<file path="src/rtl/sram_pass_arbiter.sv">
`default_nettype none
// ============================================================================
// Module   : sram_pass_arbiter
// Purpose  : Shares the single-port T SRAM between the read and write
//            requesters of one processing pass. Both walk 0..len-1. A write
//            is only eligible for an address that has already been read.
//            Round-robin arbitration is used when both requesters ask.
// Revision : 1.0 - initial release
// ============================================================================
module sram_pass_arbiter #(
    parameter int WORD_W = 64,
    parameter int ADDR_W = 10
) (
    input  logic              clk,
    input  logic              rst,
    input  logic              i_start,
    input  logic [ADDR_W:0]   i_t_words,
    input  logic              i_rd_req,
    output logic              o_rd_gnt,
    output logic              o_rd_valid,
    output logic [WORD_W-1:0] o_rd_data,
    input  logic              i_wr_req,
    input  logic [WORD_W-1:0] i_wr_data,
    output logic              o_wr_gnt,
    output logic              o_sram_en,
    output logic              o_sram_we,
    output logic [ADDR_W-1:0] o_sram_addr,
    output logic [WORD_W-1:0] o_sram_wdata,
    input  logic [WORD_W-1:0] i_sram_rdata,
    output logic              o_busy,
    output logic              o_pass_done
);

    localparam logic [0:0] S_IDLE = 1'b0;
    localparam logic [0:0] S_RUN  = 1'b1;

    localparam logic GNT_RD = 1'b0;
    localparam logic GNT_WR = 1'b1;

    localparam logic [ADDR_W:0] C_CNT_ONE = (ADDR_W+1)'(1);

    logic [0:0]        state_q, state_d;
    logic [ADDR_W:0]   len_q, rd_cnt_q, wr_cnt_q;
    logic              last_gnt_q;

    logic              w_rd_ok, w_wr_ok;
    logic              w_gnt_rd, w_gnt_wr;
    logic              w_last_wr;
    logic              w_zero_start;

    logic              sram_en_q, sram_we_q;
    logic [ADDR_W-1:0] sram_addr_q;
    logic [WORD_W-1:0] sram_wdata_q;
    logic              rd_p1_q, rd_valid_q;
    logic              pass_done_q, busy_q;

    // The accepted write is the last of the pass when it targets len-1.
    assign w_last_wr    = ((wr_cnt_q + C_CNT_ONE) == len_q);
    // A zero-length start completes immediately without entering RUN.
    assign w_zero_start = (state_q == S_IDLE) && i_start && (i_t_words == '0);

    // State register.
    always_ff @(posedge clk) begin
        if (rst) begin
            state_q <= S_IDLE;
        end else begin
            state_q <= state_d;
        end
    end

    // Next-state logic: start a non-empty pass, leave on the final write.
    always_comb begin
        state_d = state_q;
        case (state_q)
            S_IDLE: if (i_start && (i_t_words != '0)) state_d = S_RUN;
            S_RUN:  if (w_gnt_wr && w_last_wr)       state_d = S_IDLE;
            default: state_d = S_IDLE;
        endcase
    end

    // Output logic: eligibility and round-robin grant, suppressed in reset.
    always_comb begin
        w_rd_ok  = 1'b0;
        w_wr_ok  = 1'b0;
        w_gnt_rd = 1'b0;
        w_gnt_wr = 1'b0;
        if (!rst && (state_q == S_RUN)) begin
            w_rd_ok  = i_rd_req && (rd_cnt_q < len_q);
            w_wr_ok  = i_wr_req && (wr_cnt_q < rd_cnt_q);
            w_gnt_rd = w_rd_ok && (!w_wr_ok || (last_gnt_q == GNT_WR));
            w_gnt_wr = w_wr_ok && (!w_rd_ok || (last_gnt_q == GNT_RD));
        end
    end

    // Pass length, read/write pointers and round-robin history.
    always_ff @(posedge clk) begin
        if (rst) begin
            len_q      <= '0;
            rd_cnt_q   <= '0;
            wr_cnt_q   <= '0;
            last_gnt_q <= GNT_WR;
        end else begin
            if ((state_q == S_IDLE) && i_start) begin
                len_q    <= i_t_words;
                rd_cnt_q <= '0;
                wr_cnt_q <= '0;
            end
            if (w_gnt_rd) begin
                rd_cnt_q   <= rd_cnt_q + C_CNT_ONE;
                last_gnt_q <= GNT_RD;
            end
            if (w_gnt_wr) begin
                wr_cnt_q   <= wr_cnt_q + C_CNT_ONE;
                last_gnt_q <= GNT_WR;
            end
        end
    end

    // SRAM command register; we/addr/wdata hold when nothing is granted.
    always_ff @(posedge clk) begin
        if (rst) begin
            sram_en_q    <= 1'b0;
            sram_we_q    <= 1'b0;
            sram_addr_q  <= '0;
            sram_wdata_q <= '0;
        end else begin
            sram_en_q <= w_gnt_rd || w_gnt_wr;
            if (w_gnt_rd) begin
                sram_we_q   <= 1'b0;
                sram_addr_q <= rd_cnt_q[ADDR_W-1:0];
            end else if (w_gnt_wr) begin
                sram_we_q    <= 1'b1;
                sram_addr_q  <= wr_cnt_q[ADDR_W-1:0];
                sram_wdata_q <= i_wr_data;
            end
        end
    end

    // Read-valid pipeline matches the one-cycle SRAM latency; status flags.
    always_ff @(posedge clk) begin
        if (rst) begin
            rd_p1_q     <= 1'b0;
            rd_valid_q  <= 1'b0;
            pass_done_q <= 1'b0;
            busy_q      <= 1'b0;
        end else begin
            rd_p1_q     <= w_gnt_rd;
            rd_valid_q  <= rd_p1_q;
            pass_done_q <= w_zero_start || (w_gnt_wr && w_last_wr);
            busy_q      <= (state_d == S_RUN);
        end
    end

    assign o_rd_gnt     = w_gnt_rd;
    assign o_wr_gnt     = w_gnt_wr;
    assign o_rd_valid   = rd_valid_q;
    assign o_rd_data    = i_sram_rdata;
    assign o_sram_en    = sram_en_q;
    assign o_sram_we    = sram_we_q;
    assign o_sram_addr  = sram_addr_q;
    assign o_sram_wdata = sram_wdata_q;
    assign o_busy       = busy_q;
    assign o_pass_done  = pass_done_q;

endmodule
`default_nettype wire

</file>
<file path="config.mk">
export PLATFORM = sky130hd
export DESIGN_NAME = sram_pass_arbiter
export DESIGN_NICKNAME = d
export VERILOG_FILES = /design/src/rtl/sram_pass_arbiter.sv
export SDC_FILE = /design/constraint.sdc
export NUM_CORES = 1
export LEC_CHECK = 0
export CORE_ASPECT_RATIO = 1.25
export CORE_MARGIN = 5
export CORE_UTILIZATION = 42
export CTS_CLUSTER_DIAMETER = 100
export CTS_CLUSTER_SIZE = 24
export DETAILED_ROUTE_END_ITERATION = 10
export GPL_ROUTABILITY_DRIVEN = 1
export PLACE_DENSITY = 0.83
export SKIP_LAST_GASP = 1
export SLEW_MARGIN = 20
export SYNTH_ARGS = -nofsm -noshare
export SYNTH_HDL_FRONTEND = slang
export SYNTH_SLANG_ARGS = --single-unit
</file>
<file path="constraint.sdc">
create_clock -name clk -period 2.7 [get_ports clk]
set_input_delay 0.405 -clock clk [delete_from_list [all_inputs] [get_ports clk]]
set_output_delay 0.405 -clock clk [all_outputs]
set_load 0.02 [all_outputs]
</file>
==> flow_summary.yaml <==
final_layout:
  multiInputGateArea_sq_mm: 0.00316
  ff_latch_area_sq_mm: 0.00229
  syn_to_final_growth_pct: 37.2
  final_cell_area_sq_mm: 0.00851
  num_antenna_cells: 0
  stdcell_count: 1071
  layout_common_cells: "clkdlybuf4s50_1, dfxtp_1, nand3_1, a21oi_1, o21ai_0"
  fillers: 1276
  nNetsFinal: 1047
  final_common_cell: "clkdlybuf4s50_1"
  drive_above_1_share: 0.140
sta:
  fmax_ghz: 0.370
  finalHoldViolCount: 0
  hold_ws_ns: 0.291
  worst_pin_slew_ns: 1.01
  drv_slew: 0
  setup_slack_ns: -0.00454
  rsz0062_at_grt: "yes"
  fin_crit_ns: 2.70
  setup_viol: 1
  relSlewSlack: 0.325
  finalCritPeriodShare: 1.00
  skew_ns: 0.0131
logic_synthesis:
  syn_area_per_cell_sq_um: 8.07
  synth_cells: 769
  ys_seq_area_frac: 0.368
  synth_fp_nets: 935
  yosys_warnings: 0
  yosys.area.top_type: "dfxtp_1"
  synth-seq-cells: 114
  synth_top_area_frac: 0.368
  synth.distinct_cells: 54
  synthesis.area_sq_mm: 0.00620
  ys_top_cells_by_area: "dfxtp_1, buf_4, nand3_1, a21oi_1, o21ai_0"
global_route:
  met1_usage: 0.235
  grt_max_degree: 94
  met2_usage: 0.379
  grt_usage: 0.222
  use_met3: 0.0673
  grt_pass1_vias: 6044
  globalRouteOverflowTotal: 0
  grt.busiest_layer: "met2"
  grt_pass1_wl_um: 30800
  antenna_found_initial: 0
power:
  leakagePower_uw: 0.00302
  vdd_drop_max_uv: 330
  p_per_area_mw_per_mm2: 523
route:
  via_count: 6271
  drtIter0Drc: 451
  routed_wl_um: 20900
  viasPerCell: 5.86
  drtAntennaViolNets: 0
  wl_per_cell_um: 19.5
  drt_pre_antenna_iters: 6
  drc: 0
worst_hold_path:
  hp-class: "primary input to register"
  holdPathStages: 2
clock_network:
  clock_path_buffers: 2
  clkSinkCount: 114
  numCtsBuffers: 17
  clk_pin_slew_ns: 0.06
  clkLatencyLatePin_ns: 0.42
  hold_buffers: 0
  clock-root-buffer: "clkbuf_16"
  htree_levels: 4
  cts_tree: "yes"
floorplan:
  die_w_um: 119
  io_pins: 289
  rows: 49
  start_util: 0.429
  fp.dieArea_sq_mm: 0.0173
  die-height_um: 146
  core_sq_mm: 0.0145
placed_design:
  gp_congestion: 0.990
  dp.cells: 1035
  placed_area_sq_mm: 0.00772
  hpwl_um: 13900
  port_buffers: 160
job:
  maxCapViolCount: 0
setup_path:
  critPathMaxFanout: 5
  path_class: "register to output pin"
  cp-end-kind: "output pin"
  worst_ep_arrival_time_ns: 2.30
  worstPathRequired_ns: 2.30
  crit_path_start_kind: "register"
  reg2reg_depth: 9
run_status:
  status: "finished with violations"
  failed_checks: "setup timing"
## synth_stat cells, drive strengths merged
library cell and number:
a21boi 5, o22ai 1, nor3b 2, nand3 97, nand3b 1, or3 2, clkbuf 26, and2 2
nand2b 9, and3 11, ha 22, nor4 3, o21a 3, mux2i 1, o21ai 76, xor2 6
dfxtp 114, a21o 5, a221oi 1, a21oi 89, inv 36, a311oi 1, o41a 1, nand2 42
and4 4, nor2b 6, o211ai 11, a31oi 2, xnor2 5, nor2 7, o311ai 16, a31o 1
nor3 9, or4 9, a211o 3, a2111oi 3, buf 100, nand4 22, o21bai 1, o221ai 4
o2111ai 8, o31ai 2
## cell families (layout without fill, tap and decap cells)
group | count (synthesis) | count (layout) | synth area share
AOI/OAI and AO/OA | 233 | 233 | 0.230
and+or+nand+nor | 226 | 226 | 0.191
adders and majority gates | 22 | 22 | 0.0444
buffers and inverters | 162 | 286 | 0.149
muxes | 1 | 1 | 0.00161
xor gates and xnor gates | 11 | 11 | 0.0155
DFF | 114 | 114 | 0.368
## path summary, 6_finish.rpt
check	from	endpoint	slack (ns)
hold reg to reg	rd_p1_q	o_rd_valid	0.45
hold / removal	rst	last_gnt_q	0.29
setup reg to reg	rd_cnt_q[10]	wr_cnt_q[5]	0.11
setup / recovery	rd_cnt_q[10]	o_wr_gnt	-0.005
## state kept, by name, summed over array words and instances (netlist names)
register      count
o_sram_wdata     64
wr_cnt_q         11
o_pass_done       1
o_sram_addr      10
rd_cnt_q         11
o_busy            1
len_q            11
o_sram_en         1
o_rd_valid        1
o_sram_we         1
last_gnt_q        1
rd_p1_q           1
## critical path: stages, from the launching register on
cell and delay, ns:
dfxtp_2 0.38, inv_1 0.07, ha_1 0.33, and4_4 0.24, a2111oi_4 0.33, a21boi_4 0.25, nand2_2 0.08, inv_1 0.07
buf_4 0.14
## stage by stage
step | power, uW | setup WS, ns | TNS, ns | utilization
2_1_floorplan | 2130 | 0.295 | 0 | -
3_3_place_gp | 2240 | -0.0764 | -0.148 | 0.534
3_5_place_dp | 2240 | -0.145 | -0.284 | 0.534
4_1_cts | 4470 | 0.00712 | 0 | 0.578
5_1_grt | 4600 | -0.0986 | -0.121 | 0.588
6_report | 4450 | -0.00454 | -0.00454 | 0.588
## per-layer routing
layer,share of wire,up-vias
li1,-,2947
met3,0.082,92
met2,0.49,306
met4,0.054,0
met1,0.37,2926
met5,0,-
## power breakdown
group          total, uW  switching [uW]  leakage, uW  internal, uW
combinational        516             295      0.00182           220
clock               2220             796     0.000278          1420
sequential          1720            16.9     0.000925          1700
total               4450            1110      0.00302          3340
## area by class of cell
| type | instances | share of cell area |
|---|---|---|
| Timing Repair Buffer | 219 | 0.249 |
| Sequential cell | 114 | 0.270 |
| Clock inverter | 9 | 0.0125 |
| Tap cell | 178 | 0.0262 |
| Clock buffer | 22 | 0.0557 |
| Multi-Input combinational cell | 493 | 0.371 |
| Inverter | 36 | 0.0159 |
## what timing repair did
| action | 4_1_cts | 5_1_grt |
|---|---|---|
| setup buffers | 4 | 1 |
| gates cloned | 0 | 1 |
| resized for setup | 23 | 21 |
| endpoints found under the setup margin | 4 | 83 |
| pin swaps | 5 | 5 |
Power figures use the tool's default switching activity.
